[src/rtl/gcd_pkg.sv]
// Shared types and mux-select encodings for the GCD controller.
package gcd_pkg;

  typedef enum logic [1:0] {
    IDLE = 2'd0,
    CALC = 2'd1,
    WAIT = 2'd2,
    DONE = 2'd3
  } state_t;

  localparam logic [1:0] SEL_A_LOAD = 2'b00;
  localparam logic [1:0] SEL_A_SUB  = 2'b01;
  localparam logic [1:0] SEL_A_SWAP = 2'b10;
  localparam logic [1:0] SEL_A_ZERO = 2'b11;

  localparam logic [1:0] SEL_B_LOAD = 2'b00;
  localparam logic [1:0] SEL_B_SWAP = 2'b01;
  localparam logic [1:0] SEL_B_HOLD = 2'b10;
  localparam logic [1:0] SEL_B_ZERO = 2'b11;

endpackage

[src/rtl/gcd_iter_counter.sv]
// Saturating operation counter: clears on accept, counts subtract/swap cycles.
module gcd_iter_counter #(
  parameter int W = 9
) (
  input  logic         clk,
  input  logic         rst_n,
  input  logic         clr,
  input  logic         inc,
  output logic [W-1:0] cnt
);

  always_ff @(posedge clk) begin
    if (!rst_n)
      cnt <= '0;
    else if (clr)
      cnt <= '0;
    else if (inc && (cnt != '1))
      cnt <= cnt + W'(1);
  end

endmodule

[src/rtl/gcd_ctrl.sv]
// Control FSM for a subtract/swap GCD datapath.
// Optional iteration counter built when GCD_CTRL_ITER_CNT_EN is defined.
//
// state | meaning
// IDLE  | ready for operands; loads A/B on req_val
// CALC  | subtract (A>=B) or swap (A<B) until B==0
// WAIT  | one quiet cycle so the result register captures A
// DONE  | result valid, held until resp_rdy
module gcd_ctrl
  import gcd_pkg::*;
#(
  parameter int ITER_W = 9
) (
  input  logic              clk,
  input  logic              rst_n,
  input  logic              req_val,
  output logic              req_rdy,
  output logic              resp_val,
  input  logic              resp_rdy,
  input  logic              beq0,
  input  logic              agtb,
  output logic [1:0]        sel_a,
  output logic [1:0]        sel_b,
  output logic              en_a,
  output logic              en_b,
  output logic [ITER_W-1:0] iter_cnt
);

  state_t state;

  always_ff @(posedge clk) begin
    if (!rst_n) begin
      state    <= IDLE;
      req_rdy  <= 1'b1;
      resp_val <= 1'b0;
    end else begin
      case (state)
        IDLE: if (req_val) begin
          state   <= CALC;
          req_rdy <= 1'b0;
        end
        CALC: if (beq0) state <= WAIT;
        WAIT: begin
          state    <= DONE;
          resp_val <= 1'b1;
        end
        DONE: if (resp_rdy) begin
          state    <= IDLE;
          resp_val <= 1'b0;
          req_rdy  <= 1'b1;
        end
        default: state <= IDLE;
      endcase
    end
  end

  // Enables must react to beq0/agtb in the same cycle, so they are decoded combinationally.
  always_comb begin
    en_a  = 1'b0;
    en_b  = 1'b0;
    sel_a = SEL_A_LOAD;
    sel_b = SEL_B_LOAD;
    if (rst_n) begin
      case (state)
        IDLE: if (req_val) begin
          en_a = 1'b1;
          en_b = 1'b1;
        end
        CALC: if (!beq0) begin
          if (agtb) begin
            sel_a = SEL_A_SUB;
            en_a  = 1'b1;
          end else begin
            sel_a = SEL_A_SWAP;
            sel_b = SEL_B_SWAP;
            en_a  = 1'b1;
            en_b  = 1'b1;
          end
        end
        default: ;
      endcase
    end
  end

`ifdef GCD_CTRL_ITER_CNT_EN
  logic cnt_clr;
  logic cnt_inc;

  assign cnt_clr = (state == IDLE) && req_val;
  assign cnt_inc = (state == CALC) && !beq0;

  gcd_iter_counter #(.W(ITER_W)) u_iter_counter (
    .clk   (clk),
    .rst_n (rst_n),
    .clr   (cnt_clr),
    .inc   (cnt_inc),
    .cnt   (iter_cnt)
  );
`else
  assign iter_cnt = '0;
`endif

endmodule

[config.mk]
export PLATFORM = sky130hd
export DESIGN_NAME = gcd_ctrl
export DESIGN_NICKNAME = d
export VERILOG_FILES = /design/src/rtl/gcd_pkg.sv /design/src/rtl/gcd_iter_counter.sv /design/src/rtl/gcd_ctrl.sv
export SDC_FILE = /design/constraint.sdc
export NUM_CORES = 1
export LEC_CHECK = 0
export CAP_MARGIN = 10
export CELL_PAD_IN_SITES_DETAIL_PLACEMENT = 0
export CELL_PAD_IN_SITES_GLOBAL_PLACEMENT = 1
export CORE_MARGIN = 1.5
export CORE_UTILIZATION = 25
export DETAILED_ROUTE_END_ITERATION = 8
export GPL_ROUTABILITY_DRIVEN = 0
export GPL_TIMING_DRIVEN = 0
export PLACE_DENSITY = 0.7
export SETUP_SLACK_MARGIN = 0.5
export SLEW_MARGIN = 20
export SYNTH_ARGS = -nofsm -noshare
export SYNTH_HDL_FRONTEND = slang
export SYNTH_SLANG_ARGS = --single-unit
[constraint.sdc]
create_clock -name clk -period 1.9 [get_ports clk]
set_clock_uncertainty 0.2 [all_clocks]
set_input_delay 0.475 -clock clk [delete_from_list [all_inputs] [get_ports clk]]
set_output_delay 0.475 -clock clk [all_outputs]
set_load 0.02 [all_outputs]
==> results.cfg <==
[clock_tree]
cts.sinks = 4
cts_made_buffers = 3
cts_max_level = 1
cts_root_buf = clkbuf_4
clock_latency_ns = 0.24
cts_tree = done
cts_buffer_depth = 2
hold_buffers = 0
clkTransAtPathRegs_ns = 0.04

[floorplanning]
coreArea_mm2 = 0.00156
ios = 23
die_area_mm2 = 0.00199
start_util = 0.277
die_w_um = 44.6
rows = 14
fp.dieH_um = 44.6

[min_path]
min_path_cells = 2
hold_class = reg -> reg
hold_start = req_rdy
min_to = req_rdy

[cells_and_area]
fillCellCount = 153
fin_nets = 97
num_antenna_cells = 0
seqCellArea_um2 = 86.3
layoutNonFillerInstCount = 101
syn_to_final_growth_pct = 82.6
multi_input_area_um2 = 373
drive_gt1_frac = 0.706

[worst_setup_path]
worst-path-max-fanout = 3
required_ns = 1.22
worstReg2RegEnd = state[1]
cp-start-kind = flop
arrival_ns = 1.28
reg2reg_from = state[0]
path_class = reg -> out
end_kind = output port
reg2reg_depth = 6
r2r_setup_slack_ns = 0.35

[drt]
drt_wl_total_um = 911
wire_per_inst_um = 9.02
remaining_drc_errors = 2
via_per_inst = 3.97
drt_pass1_iterations = 6
drt_first_iter_violations = 5
vias = 401
postRouteAntennaNets = 0

[grt]
gr-total-overflow = 0
top_usage_layer = met2
gr-usage-all-layers = 0.0950
antenna_found_initial = 0
grtUsageMet2 = 0.162
grt_pass1_vias = 343
grt_pass1_wl_um = 1350
met3_usage = 0.0735
grt.met1_usage = 0.0976
grt_max_degree = 11

[place]
port_buffers = 11
dpl.hpwl_um = 604
dpl.cell_count = 88

[status]
violations = design-rule violations, negative setup slack
status = finished with violations

[sta]
rsz0062_at_grt = yes
hold_viol_final = 0
setup_slack_ns = -0.0572
post-route-period-util = 1.03
finalSetupViolations = 5
final.min_clock_period_ns = 1.96
hold_slack_ns = 0.300
final_max_slew_viol_count = 0
fmax_mhz = 511

[yosys]
synthArstFlopShare = 0
synthCells = 52
synth.top_cell.area_share = 0.191
yosysMostFrequentCell = buf_4
synth_seq_cells = 4
synth_area_um2 = 432
yosysTopAreaCell = buf_4
synthFlopType = dfxtp_1
synth_edf_count = 0
synth.area.top_cells = buf_4 (19%), dfxtp_1 (19%), ha_1 (14%)
synthTopCellsByCount = buf_4 (11), nand2_1 (7), ha_1 (5)
seq_area_frac_synth = 0.186
avgSynthCellArea_um2 = 8.30
ys_warn_count = 0
synth_cell_types = 21

[power_and_ir_drop]
irDropWorstVdd_uv = 533
p_leak_nw = 0.378
p_per_area_mw_per_mm2 = 1190

[flow_run]
maxCapViolCount = 0
-- cells in the final DEF, fill, tap and decap left out --
| master | instances |
|---|---|
| buf_4 | 17 |
| conb_1 | 10 |
| buf_6 | 9 |
| buf_2 | 4 |
| nand2_1 | 4 |
| nor2b_4 | 3 |
| ha_4 | 3 |
| clkbuf_4 | 3 |
| inv_4 | 2 |
| a21boi_2 | 2 |
| o21a_2 | 2 |
| nand2_2 | 2 |
| mux2i_1 | 2 |
| o21ai_0 | 2 |
| ha_2 | 2 |
| dlygate4sd2_1 | 2 |
| dfxtp_2 | 2 |
| and3_2 | 1 |
| inv_2 | 1 |
| nand2_4 | 1 |
| nor2_2 | 1 |
| or2_1 | 1 |
| nor2_4 | 1 |
| nor2b_2 | 1 |
| nor3_4 | 1 |
| o2111ai_1 | 1 |
| a21oi_2 | 1 |
| nor2b_1 | 1 |
| clkbuf_1 | 1 |
| dfxtp_1 | 1 |
| dfxtp_4 | 1 |
-- repair_timing --
item                       in CTS  in global routing
setup endpoints to repair      10                  9
pin swaps                       7                  3
buffers inserted                3                  6
gates resized for setup        62                 10
-- worst max-delay path: stages, from the launching register on --
cell and delay [ns]:
dfxtp_2 0.33, inv_4 0.07, ha_4 0.12, nor2b_4 0.16, nand2_2 0.07, nor2_4 0.09, buf_6 0.09, buf_6 0.10
-- registers in the layout, summed over array words and instances (netlist names) --
register / count
state: 2
req_rdy: 1
resp_val: 1
-- cell type report --
type                            count  share of cell area
Clock buffer                        4              0.0333
Buffer                             12               0.116
Timing Repair Buffer               20               0.222
Tap cell                           16              0.0254
Inverter                            3              0.0206
Sequential cell                     4               0.110
Multi-Input combinational cell     42               0.473
-- cell families after synthesis --
| group | Yosys count | share of synthesized area |
|---|---|---|
| multiplexers | 2 | 0.0464 |
| buffers and inverters | 15 | 0.229 |
| AO/OA/AOI/OAI | 8 | 0.125 |
| flip-flops | 4 | 0.186 |
| adder cells (fa/ha/maj) | 5 | 0.145 |
| AND/OR/NAND/NOR | 17 | 0.261 |
| other | 1 | 0.00869 |
-- metrics by stage --
step                      setup slack, ns  TNS [ns]   util  area [um2]  power (mW)
after floorplan                     0.142         0      -         499       0.483
after global placement             -0.838     -3.78  0.404         629       0.609
after detailed placement           -0.853     -3.81  0.404         629       0.605
after CTS                         -0.0618    -0.251  0.455         709       0.846
after global routing               -0.141    -0.549  0.506         788        1.02
final                             -0.0572    -0.229  0.506         788       0.940
-- how the worst max path moves through the flow --
stage	from	to	slack, ns	depth (start not counted)
after floorplan	state[1]	sel_b[0]	0.14	6
after global placement	beq0	en_b	-0.84	5
after detailed placement	beq0	en_b	-0.85	5
after CTS	state[1]	sel_b[0]	-0.06	7
after global routing	state[1]	sel_b[0]	-0.14	7
final	state[1]	sel_b[0]	-0.06	7
-- power breakdown --
group / switching [mW] / total, mW / leakage (nW) / internal, mW
clock network: 0.0391 / 0.118 / 0.0150 / 0.0791
logic: 0.295 / 0.649 / 0.329 / 0.354
registers: 0.0413 / 0.173 / 0.0339 / 0.131
-- layer usage --
layer / share of wire / up-vias / routed length (um)
met5: 0 / - / 0
met4: 0 / 0 / 0
met3: 0.090 / 0 / 82
met2: 0.52 / 14 / 474
met1: 0.39 / 175 / 353
li1: - / 212 / -
(Power assumes the default switching activity.)
